<file path="config.mk">
export PLATFORM = sky130hd
export DESIGN_NAME = flash_read
export DESIGN_NICKNAME = d
export VERILOG_FILES = /design/src/rtl/flash_read.sv
export SDC_FILE = /design/constraint.sdc
export NUM_CORES = 1
export LEC_CHECK = 0
export CORE_MARGIN = 5
export CORE_UTILIZATION = 48
export DETAILED_ROUTE_END_ITERATION = 10
export MAX_ROUTING_LAYER = met4
export PLACE_DENSITY = 0.83
export SETUP_SLACK_MARGIN = 0.1
export SYNTH_ARGS = -nofsm -noshare
export SYNTH_HDL_FRONTEND = slang
export SYNTH_SLANG_ARGS = --single-unit
export TNS_END_PERCENT = 5
</file>
<file path="constraint.sdc">
create_clock -name clk -period 2.4 [get_ports clk]
set_clock_uncertainty 0.2 [all_clocks]
set_input_delay 0.6 -clock clk [delete_from_list [all_inputs] [get_ports clk]]
set_output_delay 0.6 -clock clk [all_outputs]
set_load 0.005 [all_outputs]
</file>
<file path="src/rtl/flash_read.sv">
// flash_read: turns a one-cycle rd_en request into an asynchronous NOR flash read cycle.
// Define FLASH_PAGE_RD_EN to add page-mode bursts of up to 8 words selected by rd_len.
module flash_read #(
  parameter int unsigned T_ACC  = 6,
  parameter int unsigned T_REC  = 2,
  parameter int unsigned T_PAGE = 3
) (
  input  logic        clk,
  input  logic        rst_n,
  input  logic        rd_en,
  input  logic [24:0] rd_addr,
`ifdef FLASH_PAGE_RD_EN
  input  logic [2:0]  rd_len,
`endif
  output logic [15:0] rd_data,
  output logic        rd_valid,
  output logic        rd_done,
  output logic        rd_busy,
  output logic        dq_oe,
  input  logic [15:0] dq_i,
  output logic [24:0] a,
  output logic        ce_n,
  output logic        oe_n,
  output logic        we_n,
  output logic        adv_n
);

  typedef enum logic [1:0] {IDLE, SETUP, ACCESS, RECOVER} state_e;

  localparam logic [3:0] ACC_LAST  = 4'(T_ACC - 1);
  localparam logic [3:0] PAGE_LAST = 4'(T_PAGE - 1);
  localparam logic [3:0] REC_LAST  = 4'(T_REC - 1);

  state_e      state_q, state_d;
  logic [3:0]  cnt_q, cnt_d;
  logic [24:0] addr_q, addr_d;
  logic [2:0]  len_q, len_d;
  logic        first_q, first_d;
  logic [24:0] a_q, a_d;
  logic [15:0] rd_data_q, rd_data_d;
  logic        ce_n_q, ce_n_d;
  logic        oe_n_q, oe_n_d;
  logic        adv_n_q, adv_n_d;
  logic        rd_valid_q, rd_valid_d;
  logic        rd_done_q, rd_done_d;
  logic        rd_busy_q, rd_busy_d;

  logic [2:0]  len_in;
  logic        sample_hit;
  logic        last_word;

  // Without page mode every request is a single word, so the burst logic folds away.
`ifdef FLASH_PAGE_RD_EN
  assign len_in = rd_len;
`else
  assign len_in = 3'd0;
`endif

  // The first word waits the full access time; later page words only T_PAGE.
  assign sample_hit = (cnt_q == (first_q ? ACC_LAST : PAGE_LAST));
  assign last_word  = (len_q == 3'd0);

  // NOTE: sequential state uses non-blocking assignments so every flop sees pre-edge values.
  always_ff @(posedge clk or negedge rst_n) begin
    if (!rst_n) state_q <= IDLE;
    else        state_q <= state_d;
  end

  // NOTE: each combinational block assigns defaults first so no path infers a latch.
  always_comb begin
    state_d = state_q;
    unique case (state_q)
      IDLE:    if (rd_en) state_d = SETUP;
      SETUP:   state_d = ACCESS;
      ACCESS:  if (sample_hit && last_word) state_d = RECOVER;
      RECOVER: if (cnt_q == REC_LAST) state_d = IDLE;
      default: state_d = IDLE;
    endcase
  end

  always_comb begin
    cnt_d      = cnt_q;
    addr_d     = addr_q;
    len_d      = len_q;
    first_d    = first_q;
    a_d        = a_q;
    rd_data_d  = rd_data_q;
    ce_n_d     = ce_n_q;
    oe_n_d     = oe_n_q;
    adv_n_d    = adv_n_q;
    rd_valid_d = 1'b0;
    rd_done_d  = 1'b0;
    rd_busy_d  = rd_busy_q;
    unique case (state_q)
      IDLE: begin
        if (rd_en) begin
          addr_d    = rd_addr;
          len_d     = len_in;
          rd_busy_d = 1'b1;
        end
      end
      SETUP: begin
        a_d     = addr_q;
        ce_n_d  = 1'b0;
        adv_n_d = 1'b0;
        cnt_d   = 4'd0;
        first_d = 1'b1;
      end
      ACCESS: begin
        adv_n_d = 1'b1;
        oe_n_d  = 1'b0;
        if (sample_hit) begin
          rd_data_d  = dq_i;
          rd_valid_d = 1'b1;
          cnt_d      = 4'd0;
          first_d    = 1'b0;
          if (last_word) begin
            rd_done_d = 1'b1;
            ce_n_d    = 1'b1;
            oe_n_d    = 1'b1;
            a_d       = '0;
          end else begin
            // Page wrap: only the low three address bits advance.
            a_d   = {a_q[24:3], a_q[2:0] + 3'd1};
            len_d = len_q - 3'd1;
          end
        end else begin
          cnt_d = cnt_q + 4'd1;
        end
      end
      RECOVER: begin
        if (cnt_q == REC_LAST) begin
          rd_busy_d = 1'b0;
          cnt_d     = 4'd0;
        end else begin
          cnt_d = cnt_q + 4'd1;
        end
      end
      default: ;
    endcase
  end

  always_ff @(posedge clk or negedge rst_n) begin
    if (!rst_n) begin
      cnt_q      <= 4'd0;
      addr_q     <= '0;
      len_q      <= 3'd0;
      first_q    <= 1'b0;
      a_q        <= '0;
      rd_data_q  <= '0;
      ce_n_q     <= 1'b1;
      oe_n_q     <= 1'b1;
      adv_n_q    <= 1'b1;
      rd_valid_q <= 1'b0;
      rd_done_q  <= 1'b0;
      rd_busy_q  <= 1'b0;
    end else begin
      cnt_q      <= cnt_d;
      addr_q     <= addr_d;
      len_q      <= len_d;
      first_q    <= first_d;
      a_q        <= a_d;
      rd_data_q  <= rd_data_d;
      ce_n_q     <= ce_n_d;
      oe_n_q     <= oe_n_d;
      adv_n_q    <= adv_n_d;
      rd_valid_q <= rd_valid_d;
      rd_done_q  <= rd_done_d;
      rd_busy_q  <= rd_busy_d;
    end
  end

  assign a        = a_q;
  assign rd_data  = rd_data_q;
  assign ce_n     = ce_n_q;
  assign oe_n     = oe_n_q;
  assign adv_n    = adv_n_q;
  assign rd_valid = rd_valid_q;
  assign rd_done  = rd_done_q;
  assign rd_busy  = rd_busy_q;
  assign dq_oe    = 1'b0;
  assign we_n     = 1'b1;

endmodule
</file>
==> impl_metrics.yaml, run 1 <==
finish:
  diodes: 0
  layout_commonest_cell: "clkdlybuf4s50_1"
  drive_gt1_share_pct: 17.17
  final_cell_mix: "89 x clkdlybuf4s50_1, 79 x dfrtp_1, 50 x a21oi_1"
  finalNetCount: 444
  fillers: 558
  area_growth_syn_to_layout_pct: 33.99
sta:
  max_freq_mhz: 447.5
  fin_crit_ps: 2235
  finalHoldViolCount: 0
  slew_violations: 0
  setup_violations: 0
  fin_tns_setup_ps: 0
  rsz0062_at_grt: "true"
  post-route-period-util_pct: 93.11
floorplanning:
  initial_utilization_pct: 49.62
  ioPinCount: 93
  rows: 31
  dieWidth_um: 97.05
  core_area_sq_um: 7331
  die-area_sq_um: 9419
  dieHeight_um: 97.05
hold_path:
  hold_class: "reg2reg"
  min_from: "len_q[0]"
logic_synthesis:
  ys.flop_type: "dfrtp_1"
  synth_nets: 348
  syn_area_sq_um: 3637
  ys_ff_latch: 82
  avgSynthCellArea_sq_um: 12.33
  synth_edf_count: 0
  synth_cell_types: 39
  syn-instance-count: 295
  ys.warnings.count: 0
  async_reset_ff_share_pct: 100.0
  seq_area_frac_synth_pct: 56.52
drt:
  vias_per_cell: 5.246
  vias: 2597
  ant_nets: 0
  wirelength_um: 7917
  drt_iter0_drc: 119
  drc_errors: 0
  first_pass_iters: 4
  routedWlPerCell_um: 15.99
cts:
  cts_buffer_depth: 2
  htree_num_levels: 3
  cts_setup_buffers: 0
  root_buffer: "clkbuf_8"
  cts.sinks: 82
  cts_tree: "done"
  clk_latency_ps: 360
  path_clk_slew_ps: 80
  cts_buffers: 9
setup_path:
  worstSetupPathType: "reg2reg"
  ff2ff_setup_slack_ps: 170
  cp-start-kind: "flip-flop"
  crit_path_end_kind: "flip-flop"
  rr_startpoint: "first_q"
  worst-path-max-fanout: 17
  startpoint: "first_q"
  worstPathRequired_ps: 2440
  critical_path_arrival_ps: 2280
grt:
  grt_pass1_wl_um: 13340
  grt_pass1_vias: 2733
  globalRouteOverflowTotal: 0
  antenna_found_initial: 0
  grt_max_degree: 39
  grt_use_total_pct: 17.87
placed_design:
  place_hpwl_um: 5616
  place.gp.congestion: 0.7516
  portBuffers: 90
power_and_ir_drop:
  power.total_mw: 5.525
  p_per_area_nw_per_um2: 1134
  peakVddDrop_uv: 603.6
  swShare_pct: 34.08
  clkPwrFrac_pct: 16.3
  combPwrFrac_pct: 42.9
  seq_power_share_pct: 40.9
  leakagePower_nw: 2.104
  internal-power_mw: 3.642
  p_sw_mw: 1.883
status:
  status: "finished, final reports clean"
flow_run:
  drv_cap: 0
-- critical path, cell delays in order (launching register included) --
cell and delay, ps:
dfrtp_1 400, or4b_4 550, a21o_1 300, nor2_8 290, mux2_2 380
-- timing repair --
action                                 in CTS  in global routing
resized for setup                           0                  0
setup endpoints to repair                   0                  4
hold buffers                                1                  0
endpoints found under the hold margin      12                  0
-- synth_stat cells, drive strengths merged (2+ instances only) --
cell type	count	area share (%)
dfrtp	79	54
a21oi	52	7.4
mux2	43	13
mux2i	24	6.6
clkbuf	12	1.2
inv	12	1.2
ha	9	3.1
nand2	9	0.93
o21ai	8	1.1
nor2	7	1.2
buf	6	1.1
a21o	4	0.83
and4	3	0.72
dfstp	3	2.2
nor2b	3	0.52
conb	2	0.21
nand2b	2	0.34
nand3	2	0.28
-- metal layers --
layer	track usage, %	wire length [um]	up-vias
li1	-	-	1232
met1	22.06	3494	1287
met2	28.66	3961	63
met3	3.733	287	15
met4	7.451	174	0
met5	-	0	-
-- metrics by stage --
stage	hold WS [ps]	worst slack (ps)	utilization, %	area [sq um]	instances
2_1_floorplan	104.4	222.0	-	3637	295
5_1_grt	300.9	89.19	66.48	4873	495
4_1_cts	280.0	140.6	66.48	4873	495
3_3_place_gp	260.5	180.6	63.97	4690	478
3_5_place_dp	264.8	128.2	63.97	4690	478
6_report	278.9	165.4	66.48	4873	495
-- sequential cells by signal, summed over array words and instances, names as in the netlist --
name	cells
adv_n	1
oe_n	1
rd_data	16
rd_done	1
rd_busy	1
cnt_q	4
a	25
addr_q	25
first_q	1
state_q	2
len_q	3
ce_n	1
rd_valid	1
-- kinds of logic (layout without fill, tap and decap cells) --
family	after synthesis	after routing	share of synthesized area (%)
AO/OA/AOI/OAI	73	73	11.42
adder cells (fa/ha/maj)	9	9	3.096
buffers and inverters	30	131	3.577
flip-flops	82	82	56.52
multiplexers	67	67	19.92
other	2	2	0.2065
AND/OR/NAND/NOR	32	32	5.263
-- power groups by stage --
stage                     registers [mW]  logic, mW  clock network [mW]
after detailed placement            2.28       2.39                   0
after global placement              2.25       2.30                   0
after global routing                2.32       2.60               0.984
after floorplan                     2.23       1.40                   0
final                               2.26       2.37               0.900
after CTS                           2.26       2.40               0.921
-- path summary, 6_finish.rpt --
kind | endpoint | depth (start not counted)
max | rd_data[8] | 4
min | len_q[0] | 1
max reg2reg | rd_data[8] | 4
min reg2reg | len_q[0] | 1
max in group asynchronous | ce_n | 3
min in group asynchronous | a[3] | 2
-- area by class of cell --
| type | count | area, sq um | share of cell area (%) |
|---|---|---|---|
| flip-flops and latches | 82 | 2056 | 42.18 |
| well taps | 99 | 123.9 | 2.542 |
| inverters | 12 | 45.04 | 0.9243 |
| clock buffers | 12 | 145.1 | 2.978 |
| clock inverters | 4 | 28.78 | 0.5905 |
| repair buffers | 103 | 1023 | 21.00 |
| multi-input cells | 183 | 1451 | 29.78 |
No activity file was read; power rests on OpenSTA's default activity.
==> run 2: changes to the inputs <==
==> constraint.sdc (replaced) <==
create_clock -name clk -period 2.4 [get_ports clk]
set_clock_uncertainty 0.2 [all_clocks]
set_input_delay 0.6 -clock clk [delete_from_list [all_inputs] [get_ports clk]]
set_output_delay 0.6 -clock clk [all_outputs]
set_load 0.01 [all_outputs]
==> results of run 2 <==
Same layout as run 1 (identical final DEF). Status: finished, final reports clean.
Among the figures that moved: total power 5.525 mW -> 5.627 mW; worst IR drop on VDD 603.6 uV -> 628.0 uV
==> run 3: changes to the inputs <==
--- a/config.mk
+++ b/config.mk
@@ -10,7 +10,6 @@
 export DETAILED_ROUTE_END_ITERATION = 10
 export MAX_ROUTING_LAYER = met4
 export PLACE_DENSITY = 0.83
-export SETUP_SLACK_MARGIN = 0.1
 export SYNTH_ARGS = -nofsm -noshare
 export SYNTH_HDL_FRONTEND = slang
 export SYNTH_SLANG_ARGS = --single-unit
==> impl_metrics.yaml, run 3 (synthesis gave the netlist of run 1 again) <==
drt:
  drc_errors: 0
  vias_per_cell: 5.255
  first_pass_iters: 4
  wirelength_um: 7927
  drt_iter0_drc: 113
  routedWlPerCell_um: 16.01
  vias: 2601
  ant_nets: 0
setup_path:
  crit_path_end_kind: "flip-flop"
  startpoint: "first_q"
  cp-start-kind: "flip-flop"
  rr_startpoint: "first_q"
  crit_chain: "or4b_4, a21o_1, nor2_8, mux2_2"
  worst-path-max-fanout: 17
  worstPathRequired_ps: 2440
  critical_path_arrival_ps: 2280
  max_stage_delay_ps: 550
  critPathSlowestCell: "or4b_4"
  worstSetupPathType: "reg2reg"
grt:
  globalRouteOverflowTotal: 0
  antenna_found_initial: 0
  grt_pass1_vias: 2733
  grt_pass1_wl_um: 13340
  grt_use_total_pct: 17.87
  grt_max_degree: 39
sta:
  slew_violations: 0
  fin_tns_setup_ps: 0
  finalHoldViolCount: 0
  rsz0062_at_grt: "false"
  fin_crit_ps: 2235
  post-route-period-util_pct: 93.13
  setup_violations: 0
  whs_ps: 278.8
  max_freq_mhz: 447.4
placed_design:
  place_hpwl_um: 5616
  dp.cells: 478
  portBuffers: 90
  place.gp.congestion: 0.7516
finish:
  diodes: 0
  area_growth_syn_to_layout_pct: 33.99
  finalNetCount: 444
  finalNonFillerCells: 495
  drive_gt1_share_pct: 17.17
  layout_commonest_cell: "clkdlybuf4s50_1"
  final_cell_mix: "89 x clkdlybuf4s50_1, 79 x dfrtp_1, 50 x a21oi_1"
cts:
  root_buffer: "clkbuf_8"
  cts_buffers: 9
  path_clk_slew_ps: 80
  cts_setup_buffers: 0
  clk_latency_ps: 360
  cts_tree: "done"
  cts.sinks: 82
  htree_num_levels: 3
  cts_buffer_depth: 2
power_and_ir_drop:
  swShare_pct: 35.21
  seq_power_share_pct: 40.1
  p_sw_mw: 1.981
  peakVddDrop_uv: 627.2
  p_per_area_nw_per_um2: 1155
  internal-power_mw: 3.646
  leakagePower_nw: 2.104
  combPwrFrac_pct: 43.9
  clkPwrFrac_pct: 16.0
floorplanning:
  dieWidth_um: 97.05
  die-area_sq_um: 9419
  initial_utilization_pct: 49.62
  core_area_sq_um: 7331
  ioPinCount: 93
  rows: 31
  dieHeight_um: 97.05
flow_run:
  drv_cap: 0
hold_path:
  hold_class: "reg2reg"
  min_from: "len_q[0]"
status:
  status: "finished, final reports clean"
run 3: cell type report:
class / instances / area (sq um)
inverter: 12 / 45.04
clock buffer: 12 / 145.1
sequential: 82 / 2056
fill: 558 / 2457
clock inverter: 4 / 28.78
timing repair buffer: 103 / 1023
tap: 99 / 123.9
multi-input combinational: 183 / 1451
run 3: final timing paths:
kind / end / slack [ps] / cells after the start
setup / recovery: rd_data[8] / 160 / 4
hold / removal: len_q[0] / 280 / 1
setup reg to reg: rd_data[8] / 160 / 4
hold reg to reg: len_q[0] / 280 / 1
max in group asynchronous: ce_n / 900 / 3
min in group asynchronous: a[3] / 430 / 2
run 3: worst max-delay path, delay by kind of cell (launching register included):
kind | cells | cell delay [ps]
muxes | 1 | 380
and+or+nand+nor | 2 | 840
AOI/OAI and AO/OA | 1 | 300
DFF | 1 | 400
run 3: power by group through the flow:
stage          combinational [mW]  clock (mW)  sequential (mW)
2_1_floorplan                1.40           0             2.33
5_1_grt                      2.70       0.984             2.32
3_3_place_gp                 2.41           0             2.25
3_5_place_dp                 2.49           0             2.28
4_1_cts                      2.50       0.921             2.26
6_report                     2.47       0.900             2.26
run 3: routing by layer:
metal / wire (um) / GRT usage, %
met1: 3521 / 22.06
met2: 3940 / 28.66
met3: 291 / 3.733
met4: 174 / 7.451
met5: 0 / -
run 3: stage by stage:
| step | power (mW) | area [sq um] | setup slack [ps] | util (%) |
|---|---|---|---|---|
| global placement | 4.658 | 4690 | 180.6 | 63.97 |
| floorplan | 3.727 | 3637 | 222.0 | - |
| detailed placement | 4.775 | 4690 | 128.2 | 63.97 |
| finish | 5.628 | 4873 | 164.8 | 66.48 |
| global route | 6.012 | 4873 | 89.19 | 66.48 |
| CTS | 5.684 | 4873 | 140.6 | 66.48 |
run 3: repair_timing:
action | 4_1_cts | 5_1_grt
hold endpoints to repair | 12 | 0
hold buffers | 1 | 0
endpoints found under the setup margin | 0 | 0
resized for setup | 0 | 0
==> variant 1: new RTL, config.mk and constraints of run 2 <==
Add a define of `FLASH_PAGE_RD_EN`.
--- a/src/rtl/flash_read.sv
+++ b/src/rtl/flash_read.sv
@@ -1,4 +1,6 @@
 // flash_read: turns a one-cycle rd_en request into an asynchronous NOR flash read cycle.
 // Define FLASH_PAGE_RD_EN to add page-mode bursts of up to 8 words selected by rd_len.
+`define FLASH_PAGE_RD_EN
+
 module flash_read #(
   parameter int unsigned T_ACC  = 6,
Ports: changed (added rd_len); port bits go from 93 to 96. No check against the original RTL was run, so the function may have changed too.
==> variant 1 against run 2 <==
- largest cell class unchanged
- worst setup slack lost 0.012 ns
- final area grew 2.3%
- sequential cell count is the same
- non-clock buffer count grew 5
- count of clock-buffer cells in the layout shrank 2
- wire length grew 3.6%
- synthesized area grew 1.5%
- critical path depth grew 3
- critical endpoint is now rd_data[12]
- power grew 11%
- core utilization shrank 0.97 points
==> variant 1: results (changes against run 2) <==
Setup path
  – Top delay family on crit path: buffers and inverters (was simple AND/OR/NAND/NOR gates)
  – Crit-path max cell delay: 0.41 ns (was 0.55 ns)
  – Critical Path End Type: flip-flop (unchanged)
  – Reg2reg start: state_q[0] (was first_q)
  – Reg-to-reg endpoint: rd_data[12] (was rd_data[8])
  – Worst Setup SP: state_q[0] (was first_q)
  – Slowest cell on the critical path: dfrtp_1 (was or4b_4)
  – Reg2reg path depth: 7 (was 4)

GRT
  – Pin count of the biggest net entering global routing: 63 (was 39)
  – Number of global-route vias before repair: 2,801 (was 2,733)
  – Met3 usage in global routing: 5.528% (was 3.733%)
  – First-pass GRT wire length: 14.21 mm (was 13.34 mm)
  – Met2 usage: 29.31% (was 28.66%)
  – All-Layer GR Usage: 18.91% (was 17.87%)
  – M1 GR Usage: 24.55% (was 22.06%)

Logic synthesis
  – Post-synth top cells: dfrtp_1, mux2_2, mux2i_1 (was dfrtp_1, a21oi_1, mux2_2)
  – Synth Area in Compound Gates: 12.31% (was 11.42%)
  – Yosys warns: 0 (unchanged)
  – Top cells by area, synth: dfrtp_1, mux2_2, mux2i_1 (was dfrtp_1, mux2_2, a21oi_1)
  – Syn Nets: 338 (was 348)
  – Multiplexer area fraction after synthesis: 19.90% (was 19.92%)
  – Post-synth cell types: 44 (was 39)
  – Seq/Total Area, Yosys: 55.69% (was 56.52%)

Pwr
  – LEAKAGE: 2.060 nW (was 2.104 nW)
  – Peak supply drop: 578.5 uV (was 628.0 uV)

Finish
  – Layout cells sized above 1: 21.34% (was 17.17%)
  – Final #Nets: 440 (was 444)

Worst hold path
  – WHS Endpoint: ce_n (was len_q[0])
  – Hold Crit Start: ce_n (was len_q[0])
  – Worst Hold Path Cells: 2 (was 1)

Placed design
  – Port Buf Inserts: 93 (was 90)
  – Dpl hpwl: 5.887 mm (was 5.616 mm)

Detailed routing
  – Post-Route WL: 8.199 mm (was 7.917 mm)
  – Iteration-0 DRC count of the detailed router: 113 (was 119)
  – Vias: 2,608 (was 2,597)

Status
  – Status: finished, final reports clean (unchanged)

Timing
  – Hold slack: 0.3091 ns (was 0.2789 ns)
## variant 1: changes by cell type in the layout (fill, tap and decap cells not counted), sizes merged, moves of 3 or more
cell / run 2 / this run
o2bb2ai: 1 / 22
nand3: 2 / 5
and4: 3 / 0
o21ai: 8 / 12
clkdlybuf4s50: 89 / 92
a21oi: 52 / 6
nor2: 7 / 4
nor2b: 3 / 7
## variant 1: worst min-delay path, cell delays in order (launching register included)
cell	delay [ns]
dfstp_2	0.39
inv_1	0.05
o21ai_0	0.07
## variant 1: what timing repair did
action,CTS,global route
setup buffers,0,0
endpoints found under the setup margin,0,39
hold endpoints to repair,20,0
hold buffers,1,0
resized for setup,0,0
## variant 1: routing by layer
metal | wire, um | share of wire (%)
met1 | 3685 | 45
met2 | 3998 | 49
met5 | 0 | 0
met4 | 72 | 0.88
met3 | 443 | 5.4
## variant 1: layout make-up
type	count	share of cell area (%)
timing repair buffer	108	21.44
sequential	82	41.25
inverter	10	0.7532
tap	102	2.561
clock inverter	6	0.8536
multi-input combinational	173	30.58
clock buffer	10	2.561
## variant 1: per-stage QoR
step	std cells	power [W]	setup WS, ns	instance area, um^2
3_5_place_dp	474	0.005402	0.1466	4803
4_1_cts	491	0.006294	0.1418	4984
2_1_floorplan	282	0.004080	0.2235	3691
6_report	491	0.006226	0.1531	4984
5_1_grt	491	0.006687	0.03762	4984
3_3_place_gp	474	0.005260	0.1980	4803
## variant 1: power groups by stage
stage | clock [W] | sequential (W) | combinational, W
after floorplan | 0 | 0.00252 | 0.00156
after global placement | 0 | 0.00241 | 0.00285
after detailed placement | 0 | 0.00244 | 0.00296
after CTS | 0.000909 | 0.00242 | 0.00297
after global routing | 0.000981 | 0.00250 | 0.00320
final | 0.000880 | 0.00242 | 0.00292
==> variant 2: new RTL, flow settings as in run 2 <==
Without the edit above. Encoding of `state_e`: now Gray code (2 bits for 4 states).
--- a/src/rtl/flash_read.sv
+++ b/src/rtl/flash_read.sv
@@ -26,5 +26,5 @@
 );
 
-  typedef enum logic [1:0] {IDLE, SETUP, ACCESS, RECOVER} state_e;
+  typedef enum logic [1:0] {IDLE = 2'b00, SETUP = 2'b01, ACCESS = 2'b11, RECOVER = 2'b10} state_e;
 
   localparam logic [3:0] ACC_LAST  = 4'(T_ACC - 1);
Check against the original RTL: no difference found for any inputs over 10 cycles, from zero or initial values and one cycle with rst_n low; not proved beyond that.
==> variant 2 against run 2 <==
- global-route usage up 0.56 points
- sequential share of layout area grew 2.5 points
- wire length fell by 10%
- power grew 5.3%
- synthesized area is 8.6% lower
- sequential cell count did not move
- final area fell by 5.5%
- worst setup slack gained 0.017 ns
- core utilization up 1.7 points
- largest cell class unchanged
- largest power group unchanged
- highest routed layer unchanged
==> variant 2: results (changes against run 2) <==
GRT
  – All-Layer GR Usage: 18.42% (was 17.87%)
  – Pin count of the biggest net entering global routing: 49 (was 39)
  – Number of global-route vias before repair: 2,526 (was 2,733)
  – First-pass GRT wire length: 12.16 mm (was 13.34 mm)

Setup path
  – Reg2reg start: cnt_q[1] (was first_q)
  – Reg-to-reg endpoint: a[5] (was rd_data[8])
  – CP max FO: 22 (was 17)
  – R2r setup slk: 0.18 ns (was 0.17 ns)
  – Worst path arrival time: 2.24 ns (was 2.28 ns)
  – Reg2reg path depth: 5 (was 4)

Logic synthesis
  – Post-synth top cells: dfrtp_1, mux2_2, a22o_1 (was dfrtp_1, a21oi_1, mux2_2)
  – Async SR Flop Fraction: 100.0% (unchanged)
  – Seq/Total Area, Yosys: 61.86% (was 56.52%)
  – Top cells by area, synth: dfrtp_1, mux2_2, a22o_1 (was dfrtp_1, mux2_2, a21oi_1)
  – Syn Nets: 289 (was 348)
  – Post-synth cell types: 41 (was 39)
  – Synth Flop Type: dfrtp_1 (unchanged)

Pwr
  – LEAKAGE: 2.038 nW (was 2.104 nW)
  – Peak supply drop: 696.1 uV (was 628.0 uV)

Worst hold path
  – Min-Delay Path Class: primary input to asynchronous set/reset pin (was flip-flop to flip-flop)

Clocking
  – Worst skew pair latency: 0.34 ns (was 0.36 ns)
  – H-tree levels: 3 (unchanged)
  – Reg clk slew, reported paths: 0.08 ns (about the same)
  – Postcts setup bufs: 0 (unchanged)
  – Clock root buffer: clkbuf_8 (unchanged)
  – Max clock buf depth: 2 (unchanged)

Placed design
  – Port Buf Inserts: 90 (unchanged)
  – RD Place Congestion: 0.7853 (was 0.7516)
  – Dpl hpwl: 5.145 mm (was 5.616 mm)
  – Place WS: 0.1352 ns (was 0.1282 ns)
  – Area after DPL: 4362 um^2 (was 4690 um^2)

Timing
  – Slew @ Worst Pin: about 0.60 ns
  – FMAX: 451.0 MHz (was 447.5 MHz)

Detailed routing
  – DRC Markers: 0 (unchanged)
  – Iteration-0 DRC count of the detailed router: 77 (was 119)
  – Vias: 2,308 (was 2,597)
  – Post-Route WL: 7.108 mm (was 7.917 mm)

Finish
  – Layout cells sized above 1: 20.93% (was 17.17%)
  – Final #Nets: 388 (was 444)
  – Ant. Diodes: 0 (unchanged)
  – # fillers: 484 (was 558)

Status
  – Status: finished, final reports clean (unchanged)
variant 2: metal layers:
metal | wire length [um] | track usage, % | share of wire (%)
met5 | 0 | - | 0
met4 | 102 | 6.960 | 1.4
met3 | 354 | 3.781 | 5.0
met2 | 3703 | 31.37 | 52
met1 | 2948 | 21.62 | 41
variant 2: kinds of logic after synthesis:
group / count (synthesis) / share of synthesized area [%]
adders and majority gates: 5 / 1.883
muxes: 41 / 13.89
and+or+nand+nor: 35 / 6.438
other: 2 / 0.2260
DFF: 82 / 61.86
xor gates and xnor gates: 1 / 0.2636
AOI/OAI and AO/OA: 51 / 11.90
buffers and inverters: 23 / 3.539
variant 2: final cells by class:
type	count	area [um^2]	share of cell area (%)
Clock inverter	7	117.6	2.555
Sequential cell	82	2056	44.66
Tap cell	80	100.1	2.175
Clock buffer	9	123.9	2.691
Multi-Input combinational cell	135	1159	25.17
Inverter	9	33.78	0.7339
Timing Repair Buffer	102	1013	22.02
variant 2: where the power goes:
group          switching [W]  internal, W
logic                0.00102      0.00136
registers           0.000358      0.00202
clock network       0.000477     0.000691
variant 2: critical path, stage by stage, from the launching register on:
cell and delay (ns):
dfrtp_1 0.44, or4b_4 0.51, a211o_1 0.33, a21o_1 0.19, buf_4 0.20, a22o_1 0.21
variant 2: stage by stage:
step,instances,hold slack [ns]
final,424,0.06290
after global routing,424,0.1058
after CTS,424,0.07235
after detailed placement,408,0.2710
after global placement,408,0.2636
after floorplan,240,0.1044
variant 2: how the worst max path moves through the flow:
stage | startpoint | endpoint | slack [ns] | cells after the start
floorplan | cnt_q[2] | rd_data[13] | 0.22 | 5
global placement | rd_en | addr_q[13] | 0.15 | 4
detailed placement | rd_en | len_q[1] | 0.14 | 5
CTS | oe_n | oe_n | 0.16 | 1
global route | cnt_q[1] | a[5] | 0.10 | 5
finish | cnt_q[1] | a[5] | 0.18 | 5
